## src/rtl/conv_pkg.sv

```systemverilog
// Shared types and sizing helpers for the serial 1-D convolution engine.
package conv_pkg;

  typedef enum logic [1:0] {IDLE, LOAD, CALC, OUT} state_t;

  localparam int LEN_DEF = 8;
  localparam int DW_DEF  = 4;

  // Full-precision output width: product of two DW samples plus growth from LEN terms.
  function automatic int ow_calc(input int len, input int dw);
    return 2*dw + $clog2(len);
  endfunction

  // Load counter spans 0..2*LEN-1.
  function automatic int cnt_w(input int len);
    return $clog2(2*len);
  endfunction

  // Output index k spans 0..2*LEN-2.
  function automatic int k_w(input int len);
    return $clog2(2*len-1);
  endfunction

  // Term index i spans 0..LEN-1.
  function automatic int idx_w(input int len);
    return $clog2(len);
  endfunction

  // First f index that contributes to y[k].
  function automatic int lo_idx(input int k, input int len);
    return (k >= len) ? (k - len + 1) : 0;
  endfunction

  // Last f index that contributes to y[k].
  function automatic int hi_idx(input int k, input int len);
    return (k < len) ? k : (len - 1);
  endfunction

endpackage

```

## src/rtl/conv_engine_if.sv

```systemverilog
// Sample-in / result-out handshake bundle of conv_engine.
interface conv_engine_if #(
  parameter int DW = 4,
  parameter int OW = 11
);
  logic [DW-1:0] Din;
  logic          in_en;
  logic          sgn;
  logic          busy;
  logic          out_valid;
  logic          out_ready;
  logic [OW-1:0] Dout;
  logic          dout_last;

  modport slave (
    input  Din, in_en, sgn, out_ready,
    output busy, out_valid, Dout, dout_last
  );

  modport master (
    output Din, in_en, sgn, out_ready,
    input  busy, out_valid, Dout, dout_last
  );
endinterface

```

## src/rtl/conv_mac.sv

```systemverilog
// Registered multiply-accumulate. The acc output is the running total that
// includes the current term, so the caller can capture a finished sum on the
// same edge that the last term is accumulated.
module conv_mac
  import conv_pkg::*;
#(
  parameter int DW = DW_DEF,
  parameter int OW = ow_calc(LEN_DEF, DW_DEF)
) (
  input  logic          clk,
  input  logic          rst_n,
  input  logic [DW-1:0] a,
  input  logic [DW-1:0] b,
  input  logic          signed_mode,
  input  logic          clear,
  input  logic          en,
  output logic [OW-1:0] acc
);
  logic [OW-1:0] a_x, b_x, prod, acc_q;

  // Extend operands to full width; low OW bits of the product are exact in both modes.
  always_comb begin
    a_x  = signed_mode ? {{(OW-DW){a[DW-1]}}, a} : {{(OW-DW){1'b0}}, a};
    b_x  = signed_mode ? {{(OW-DW){b[DW-1]}}, b} : {{(OW-DW){1'b0}}, b};
    prod = a_x * b_x;
  end

  assign acc = acc_q + prod;

  // Accumulator register: clear wins over accumulate.
  always_ff @(posedge clk or negedge rst_n) begin
    if (!rst_n)     acc_q <= '0;
    else if (clear) acc_q <= '0;
    else if (en)    acc_q <= acc;
  end
endmodule

```

## src/rtl/conv_engine.sv

```systemverilog
// Serial 1-D linear convolution: loads f then g (LEN samples each) from one
// stream, computes y[k] = sum f[i]*g[k-i] one term per cycle with a single
// MAC, and streams the 2*LEN-1 results out under valid/ready.
module conv_engine
  import conv_pkg::*;
#(
  parameter int LEN = LEN_DEF,
  parameter int DW  = DW_DEF,
  parameter int OW  = ow_calc(LEN, DW)
) (
  input  logic          clk,
  input  logic          reset,
  conv_engine_if.slave  io
);
  localparam int CW = cnt_w(LEN);
  localparam int KW = k_w(LEN);
  localparam int IW = idx_w(LEN);
  localparam logic [KW-1:0] K_LAST = KW'(2*LEN-2);
  localparam logic [CW-1:0] C_LAST = CW'(2*LEN-1);

  state_t state, state_n;

  logic [LEN-1:0][DW-1:0] f_mem, g_mem;
  logic [CW-1:0] cnt, g_wr;
  logic [KW-1:0] k, g_rd_k;
  logic [IW-1:0] i, hi, lo_nxt, g_rd;
  logic          mode_r;
  logic          accept, hs;
  logic [OW-1:0] acc;
  logic [OW-1:0] dout_r;
  logic          out_valid_r, dout_last_r;

  assign io.busy      = (state != LOAD);
  assign io.out_valid = out_valid_r;
  assign io.Dout      = dout_r;
  assign io.dout_last = dout_last_r;

  assign accept = (state == LOAD) && io.in_en;
  assign hs     = (state == OUT) && out_valid_r && io.out_ready;
  assign hi     = IW'(hi_idx(int'(k), LEN));
  assign lo_nxt = IW'(lo_idx(int'(k) + 1, LEN));
  assign g_wr   = cnt - CW'(LEN);
  assign g_rd_k = k - KW'(i);
  assign g_rd   = g_rd_k[IW-1:0];

  // Single shared MAC; held clear outside CALC so every y[k] starts from zero.
  conv_mac #(.DW(DW), .OW(OW)) u_mac (
    .clk         (clk),
    .rst_n       (reset),
    .a           (f_mem[i]),
    .b           (g_mem[g_rd]),
    .signed_mode (mode_r),
    .clear       (state != CALC),
    .en          (state == CALC),
    .acc         (acc)
  );

  // State register.
  always_ff @(posedge clk or negedge reset) begin
    if (!reset) state <= IDLE;
    else        state <= state_n;
  end

  // Next-state logic.
  always_comb begin
    state_n = state;
    case (state)
      IDLE: state_n = LOAD;
      LOAD: if (accept && cnt == C_LAST) state_n = CALC;
      CALC: if (i == hi) state_n = OUT;
      OUT:  if (hs) state_n = (k == K_LAST) ? LOAD : CALC;
      default: state_n = IDLE;
    endcase
  end

  // Sample storage, counters and result/handshake registers.
  always_ff @(posedge clk or negedge reset) begin
    if (!reset) begin
      f_mem       <= '0;
      g_mem       <= '0;
      cnt         <= '0;
      k           <= '0;
      i           <= '0;
      mode_r      <= 1'b0;
      dout_r      <= '0;
      out_valid_r <= 1'b0;
      dout_last_r <= 1'b0;
    end else begin
      case (state)
        LOAD: if (accept) begin
          if (cnt == '0) mode_r <= io.sgn;
          if (cnt < CW'(LEN)) f_mem[cnt[IW-1:0]] <= io.Din;
          else                g_mem[g_wr[IW-1:0]] <= io.Din;
          if (cnt == C_LAST) begin
            cnt <= '0;
            k   <= '0;
            i   <= '0;
          end else begin
            cnt <= cnt + CW'(1);
          end
        end
        CALC: begin
          if (i == hi) begin
            dout_r      <= acc;
            out_valid_r <= 1'b1;
            dout_last_r <= (k == K_LAST);
          end else begin
            i <= i + IW'(1);
          end
        end
        OUT: if (hs) begin
          out_valid_r <= 1'b0;
          dout_last_r <= 1'b0;
          if (k != K_LAST) begin
            k <= k + KW'(1);
            i <= lo_nxt;
          end else begin
            k <= '0;
            i <= '0;
          end
        end
        default: ;
      endcase
    end
  end
endmodule

```

## src/flat_wrapper.sv

```systemverilog
// flat-port wrapper written by rule: the top's interface ports become plain ports
module conv_engine_flat import conv_pkg::*;
#(
  parameter int LEN = LEN_DEF,
  parameter int DW  = DW_DEF,
  parameter int OW  = ow_calc(LEN, DW)
)
  (clk, reset, io_Din, io_in_en, io_sgn, io_out_ready, io_busy, io_out_valid, io_Dout, io_dout_last);
  conv_engine_if #(.DW(DW), .OW(OW)) io_i ();
  input  logic clk;
  input  logic reset;
  input wire logic [$bits(io_i.Din)-1:0] io_Din;
  input wire logic [$bits(io_i.in_en)-1:0] io_in_en;
  input wire logic [$bits(io_i.sgn)-1:0] io_sgn;
  input wire logic [$bits(io_i.out_ready)-1:0] io_out_ready;
  output wire logic [$bits(io_i.busy)-1:0] io_busy;
  output wire logic [$bits(io_i.out_valid)-1:0] io_out_valid;
  output wire logic [$bits(io_i.Dout)-1:0] io_Dout;
  output wire logic [$bits(io_i.dout_last)-1:0] io_dout_last;
  assign io_i.Din = io_Din;
  assign io_i.in_en = io_in_en;
  assign io_i.sgn = io_sgn;
  assign io_i.out_ready = io_out_ready;
  assign io_busy = io_i.busy;
  assign io_out_valid = io_i.out_valid;
  assign io_Dout = io_i.Dout;
  assign io_dout_last = io_i.dout_last;
  conv_engine #(.LEN(LEN), .DW(DW), .OW(OW)) u_core (.clk(clk), .reset(reset), .io(io_i));
endmodule
```

## config.mk

```make
export PLATFORM = sky130hd
export DESIGN_NAME = conv_engine_flat
export DESIGN_NICKNAME = d
export VERILOG_FILES = /design/src/rtl/conv_pkg.sv /design/src/rtl/conv_engine_if.sv /design/src/rtl/conv_mac.sv /design/src/rtl/conv_engine.sv /design/src/flat_wrapper.sv
export SDC_FILE = /design/constraint.sdc
export NUM_CORES = 1
export LEC_CHECK = 0
export CORE_ASPECT_RATIO = 0.7
export CORE_MARGIN = 1
export CORE_UTILIZATION = 44
export DETAILED_ROUTE_END_ITERATION = 12
export GPL_TIMING_DRIVEN = 0
export SKIP_LAST_GASP = 1
export SYNTH_ARGS = -nofsm -noshare
export SYNTH_HDL_FRONTEND = slang
export SYNTH_SLANG_ARGS = --single-unit
export TNS_END_PERCENT = 100
```

## constraint.sdc

```tcl
create_clock -name clk -period 8.6 [get_ports clk]
set_input_delay 1.72 -clock clk [delete_from_list [all_inputs] [get_ports clk]]
set_output_delay 1.72 -clock clk [all_outputs]
set_load 0.005 [all_outputs]
```

[Word-level counts from Yosys, hierarchy flattened]
Cells that the tools add are included.
Cells by class
  $add $sub $neg: 9
  multipliers: 1
  order comparisons: 9
  equal/unequal tests: 15
  multiplexer cells: 38
  bitwise logic cells: 1
  reductions and logical operators: 21
Operators by type and width (number)
  bitwise mux 32 bit: 2
  two-way mux 11 bit: 4
  two-way mux 4 bit: 9
  binary-select mux 4 bit (select 3 bit): 2
  demux 4 bit (select 3 bit): 2
  two-way mux 3 bit: 7
  less-than comparator 3 x 4 -> 1 bit (second input constant): 4
  AND reduction 3 bit: 5
  adder 11 bit: 1
  multiplier 11 x 11 -> 11 bit: 1
  case mux 3 bit (3 select lines): 1
  adder 4 x 1 -> 4 bit (second input constant): 2
  == test 4 bit (second input constant): 2
  less-than comparator 4 bit (second input constant): 2
  two-way mux 2 bit: 4
  inequality test 2 x 1 -> 1 bit (second input constant): 4
  inequality test 2 bit (second input constant): 4
  case mux 2 bit (4 select lines): 1
  case mux 4 bit (2 select lines): 1
  >= comparator 3 x 1 -> 1 bit (second input constant): 2
  logical AND 1 bit: 6
  nonzero test 2 bit: 3
  subtractor 3 x 1 -> 3 bit (second input constant): 2
  adder 4 x 1 -> 5 bit (second input constant): 1
  17 further kinds: 22
Storage, ports and cells
  register bits after elaboration: 102
  input port bits: 9
  output and inout port bits: 14
  logic and storage cells: 119

[Longest topological paths before layout]
Gate-level depths: netlist (run 1).
  word-level depth: 8
  gate-level depth with buffers: 27
  depth with buffers taken out: 25

[Modules after synthesis]
Synthesis (run 1) repeated with hierarchy kept, for this count alone.
Second synthesis, totals
  cell total of the unflattened synthesis: 569
  area, all modules: 6761.5 µm²
Modules (own cells, without submodules)
  conv_engine: instances 1, cells an instance 329, area an instance 4499.3 µm², seq. area each 2277.2 µm²
  conv_mac: instances 1, cells an instance 240, area an instance 2262.2 µm², seq. area each 275.3 µm²

[Worst setup path after synthesis (run 1)]
Ideal clock, no wire load.
  path kind: register -> register
  from: register u_core.k[0]
  to: register u_core.dout_r[10] (netlist: u_core.io.Dout[10])
  library setup time: 0.127 ns
  data arrival time: 6.278 ns
  data required time: 8.473 ns
  setup slack: 2.195 ns
  stages on the path, launching flop included: 26
  path buffers: 1
  period minus slack after synthesis: 6.405 ns
  path through: dfrtp_1 -> clkbuf_1 -> inv_1 -> ha_1 -> inv_1 -> fa_1 -> xnor3_4 -> mux4_1 -> mux2i_1 -> or2_2 -> fa_1 -> inv_1 -> fa_1 -> inv_1 -> fa_1 -> inv_1 -> fa_1 -> inv_1 -> fa_1 -> xnor2_1 -> xnor2_1 -> xnor3_1 -> xnor2_1 -> xnor2_1 -> xor2_1 -> o21ai_1
On the way
  word-level cells in the longest chain between the ends: 6
  elaborated cells between the ends (all ways): 10
  those cells by class: add/sub: 2; mul: 1; order compare: 1; eq/ne: 1; mux: 4; reduce/logical: 1
Ends and longest elaborated chain
  start: declaration: line conv_engine.sv:25  | logic [KW-1:0] k, g_rd_k;
  start signal: assignment: line conv_engine.sv:115  | k <= k + KW'(1);
  subtractor 3 bit: line conv_engine.sv:43  | assign g_rd_k = k - KW'(i);
  binary-select mux 4 bit (select 3 bit): line conv_engine.sv:51  | .b (g_mem[g_rd]),
  two-way mux 4 bit (implied by the code): line conv_engine.sv:51
  two-way mux 11 bit: line conv_mac.sv:24  | b_x = signed_mode ? {{(OW-DW){b[DW-1]}}, b} : {{(OW-DW){1'b0}}, b};
  multiplier 11 x 11 -> 11 bit: line conv_mac.sv:25  | prod = a_x * b_x;
  adder 11 bit: line conv_mac.sv:28  | assign acc = acc_q + prod;
  end signal: assignment: line conv_engine.sv:85  | dout_r <= '0;
  end signal: assignment: line conv_engine.sv:104  | dout_r <= acc;
  end: declaration: line conv_engine.sv:30  | logic [OW-1:0] dout_r;
Several ways; a longest one is shown, not always the timed one. The select of a mux whose other input is x is not followed.
A chain may end at the register's enable or synchronous reset.

[Worst setup path in the final report (run 1)]
  from: register u_core.i[1]
  to: register u_core.dout_r[10] (netlist: u_core.io.Dout[10])
On the way
  word-level cells in the longest chain between the ends: 6
  elaborated cells between the ends (all ways): 11
  those cells by class: add/sub: 2; mul: 1; eq/ne: 1; mux: 6; reduce/logical: 1
Ends and longest elaborated chain
  start: declaration: line conv_engine.sv:26  | logic [IW-1:0] i, hi, lo_nxt, g_rd;
  start signal: assignment: line conv_engine.sv:108  | i <= i + IW'(1);
  start signal: assignment: line conv_engine.sv:116  | i <= lo_nxt;
  subtractor 3 bit: line conv_engine.sv:43
  binary-select mux 4 bit (select 3 bit): line conv_engine.sv:51
  two-way mux 4 bit (implied by the code): line conv_engine.sv:51
  two-way mux 11 bit: line conv_mac.sv:24
  multiplier 11 x 11 -> 11 bit: line conv_mac.sv:25
  adder 11 bit: line conv_mac.sv:28
Several ways; a longest one is shown, not always the timed one. The select of a mux whose other input is x is not followed.

==> run summary, run 1 <==
Slew Viols, Final -> 0
Sinks on Clock Net -> 102
number of core rows -> 36
violation count after the first detailed-route iteration -> 190
wire length per cell after detailed routing -> 16.8 um
warnings from Yosys -> 0
FFs w/ async S/R, synth -> 1.00
area share of the largest cell type after synthesis -> 0.388
setup repair after global routing missed its margin -> no
register area share after synthesis -> 0.388
iteration count of the initial detailed-routing pass -> 4
CP Launch Type -> flop
share of synthesized area spent on multiplexers -> 0.195
I/O pin count -> 23
min Tclk post-route -> 7.33 ns
Synth Net Count -> 662
clock insertion delay at the later pin of the skew report -> 0.35 ns
fin util -> 0.517
dominant combinational cell family by area after synthesis -> multiplexers
vias in the first global route -> 4351
number of placed instances, taps included -> 795
Crit Path Max Fanout -> 10
final total negative setup slack -> 0 ns
leading cell type in the layout, fill and taps excluded -> dfrtp_1
number of buffers between clock root and the deepest sink -> 2
data required time at the worst endpoint -> 8.81 ns
Final Cycle Share -> 0.852
maximum frequency from static timing analysis -> 0.136 GHz
number of remaining DRC errors -> 0
number of gates resized after CTS -> 0
Clock H-tree levels -> 3
number of standard cells after synthesis -> 582
Avg Synthesized Cell Area -> 11.3 um^2
TritonCTS clock tree -> yes
Slew Limit Headroom -> 0.247
floorplan die area -> 0.0155 mm^2
final net count -> 696
Tightest Hold Check Type -> reg2reg
xor-xnor portion of the synthesized cell area -> 0.0407
Horiz. Die Dim -> 148 um
global route overflow -> 0
number of buffers inserted by port buffering -> 22
critical path class -> reg2reg
Core Area -> 0.0142 mm^2
global-route usage over all layers -> 0.194
clock slew at the register clock pins of the worst setup and hold paths -> 0.07 ns
Least-Margin Pin Slew -> 1.12 ns
number of flops mapped to enable cells by yosys -> 0
die height -> 104 um
critical path arrival -> 7.54 ns
Syn Std Cell Area -> 0.00658 mm^2
result of the run -> completed
count of non-filler cells in the finished layout -> 811
wirelength, routed -> 13600 um
initial antenna violation count -> 0
number of buffers added by the clock tree synthesis step -> 9
number of setup violations in the final report -> 0
area fraction in compound gates after synthesis -> 0.0435
buffers inserted during post-CTS setup optimization -> 0
leading cell types in the layout, fill and taps excluded -> dfrtp_1, inv_1, mux2_2
Detail Route Antenna Nets -> 0
initial cell density of the core -> 0.462
Area growth syn-to-layout -> 11.9%
synthesized-area fraction occupied by adder cells -> 0.174
count of filler cells inserted in the layout -> 1291
simple-gate share of the synthesized area -> 0.100
crit path capture type -> flop
via density per instance -> 5.24
top cells by area in the synthesized netlist -> dfrtp_1, mux2_2, fa_1, ha_1, inv_1
ratio of cells with drive above 1 in the final layout -> 0.201
Diodes inserted -> 0
first-pass GRT wire length -> 23000 um
half-perimeter wire length after detailed placement -> 10600 um
leading register cell type out of synthesis -> dfrtp_1
maximum number of pins on one net before global-route repair -> 58
Layout Skew -> 0.0106 ns
Root Driver -> clkbuf_16
cts hold-fix bufs -> 0
final count of hold timing violations -> 0
GPL Wtd Cong -> 0.812
count of distinct cell types in the synthesized netlist -> 47
overall via count from detail_route -> 4247
area leader, netlist -> dfrtp_1
number of maximum-capacitance violations -> 0
synthesis-stage register bit count -> 102
[registers in the layout, indices dropped and copies added, names as in the netlist]
signal and count:
u_core.cnt 4, u_core.f_mem 32, u_core.g_mem 32, u_core.i 3, u_core.io.Dout 11, u_core.io.dout_last 1
u_core.io.out_valid 1, u_core.k 4, u_core.mode_r 1, u_core.state 2, u_core.u_mac.acc_q 11
[layer usage]
metal | global-route usage | wire (um) | part of all wire | vias up
met4 | 0.0398 | 109 | 0.0080 | 0
met2 | 0.267 | 5590 | 0.41 | 81
met5 | 0 | 0 | 0 | -
met3 | 0.0364 | 648 | 0.048 | 12
met1 | 0.310 | 7270 | 0.53 | 2138
li1 | - | - | - | 2016
[worst paths after layout]
path                       slack (ns)                 end  cells after the start         startpoint
setup / recovery                 1.27  u_core.io.Dout[10]                     24        u_core.i[1]
hold / removal                   0.48   u_core.io.Dout[7]                      2  u_core.io.Dout[7]
setup reg to reg                 1.27  u_core.io.Dout[10]                     24        u_core.i[1]
hold reg to reg                  0.48   u_core.io.Dout[7]                      2  u_core.io.Dout[7]
max in group asynchronous        6.50    u_core.g_mem[22]                      2              reset
min in group asynchronous        1.40         u_core.k[0]                      1              reset
[through the flow]
stage | setup slack (ns) | hold WS (ns) | cell area, um^2
3_3_place_gp | 1.37 | 0.462 | 7040
2_1_floorplan | 2.20 | 0.471 | 6580
4_1_cts | 1.22 | 0.486 | 7360
5_1_grt | 0.837 | 0.509 | 7360
3_5_place_dp | 1.25 | 0.470 | 7060
6_report | 1.27 | 0.480 | 7360
[kinds of logic (layout without fill, tap and decap cells)]
family | count (synthesis) | count (layout)
xor gates and xnor gates | 27 | 27
AOI/OAI and AO/OA | 48 | 48
adders and majority gates | 71 | 71
buffers and inverters | 97 | 136
and+or+nand+nor | 142 | 142
muxes | 95 | 95
DFF | 102 | 102
[critical path, cell delays in order, from the launching register on]
cell and delay, ns:
dfrtp_1 0.55, clkinv_1 0.38, fa_1 0.64, clkbuf_1 0.38, mux4_2 0.33, mux2i_4 0.13, nand2b_1 0.28, nor2_1 0.27
inv_1 0.12, fa_1 0.58, inv_1 0.08, fa_1 0.53, inv_1 0.05, fa_1 0.47, inv_1 0.05, fa_1 0.53
inv_1 0.07, fa_1 0.43, xnor2_1 0.18, xnor2_1 0.15, xnor3_1 0.26, xnor2_1 0.23, xnor2_1 0.19, xor2_1 0.20
o21ai_1 0.09
[area by class of cell]
class | instances | area [um^2] | area share
multi-input cells | 383 | 3640 | 0.495
flip-flops and latches | 102 | 2550 | 0.347
inverters | 75 | 282 | 0.0382
repair buffers | 23 | 245 | 0.0333
well taps | 190 | 238 | 0.0323
clock buffers | 9 | 225 | 0.0306
plain buffers | 22 | 104 | 0.0141
clock inverters | 7 | 75.1 | 0.0102
[Yosys cell counts (5+ instances only)]
library cell  instances
o21a_1                5
o21ai_0              18
dfrtp_1             102
mux2_2               70
a21oi_1              12
mux2i_1               6
nand2_1              35
nor2_1               51
ha_1                 37
buf_2                 5
fa_1                 34
nand3_1               7
mux4_1                5
xnor2_1              18
or2_2                13
nand2b_1              5
xor2_1                7
clkbuf_1             14
inv_1                74
nor3_1               13
mux4_2               11
Power of run 1 is not shown: default switching activity piles up to over one toggle a cycle in this logic, so the estimate is an artifact.
==> run 2: changes to the inputs <==
SLEW_MARGIN = 0   (was unset)
==> results of run 2 <==
No change in the layout: final DEF, timing and power equal those of run 1.
Power of run 2 is left out for the same reason.
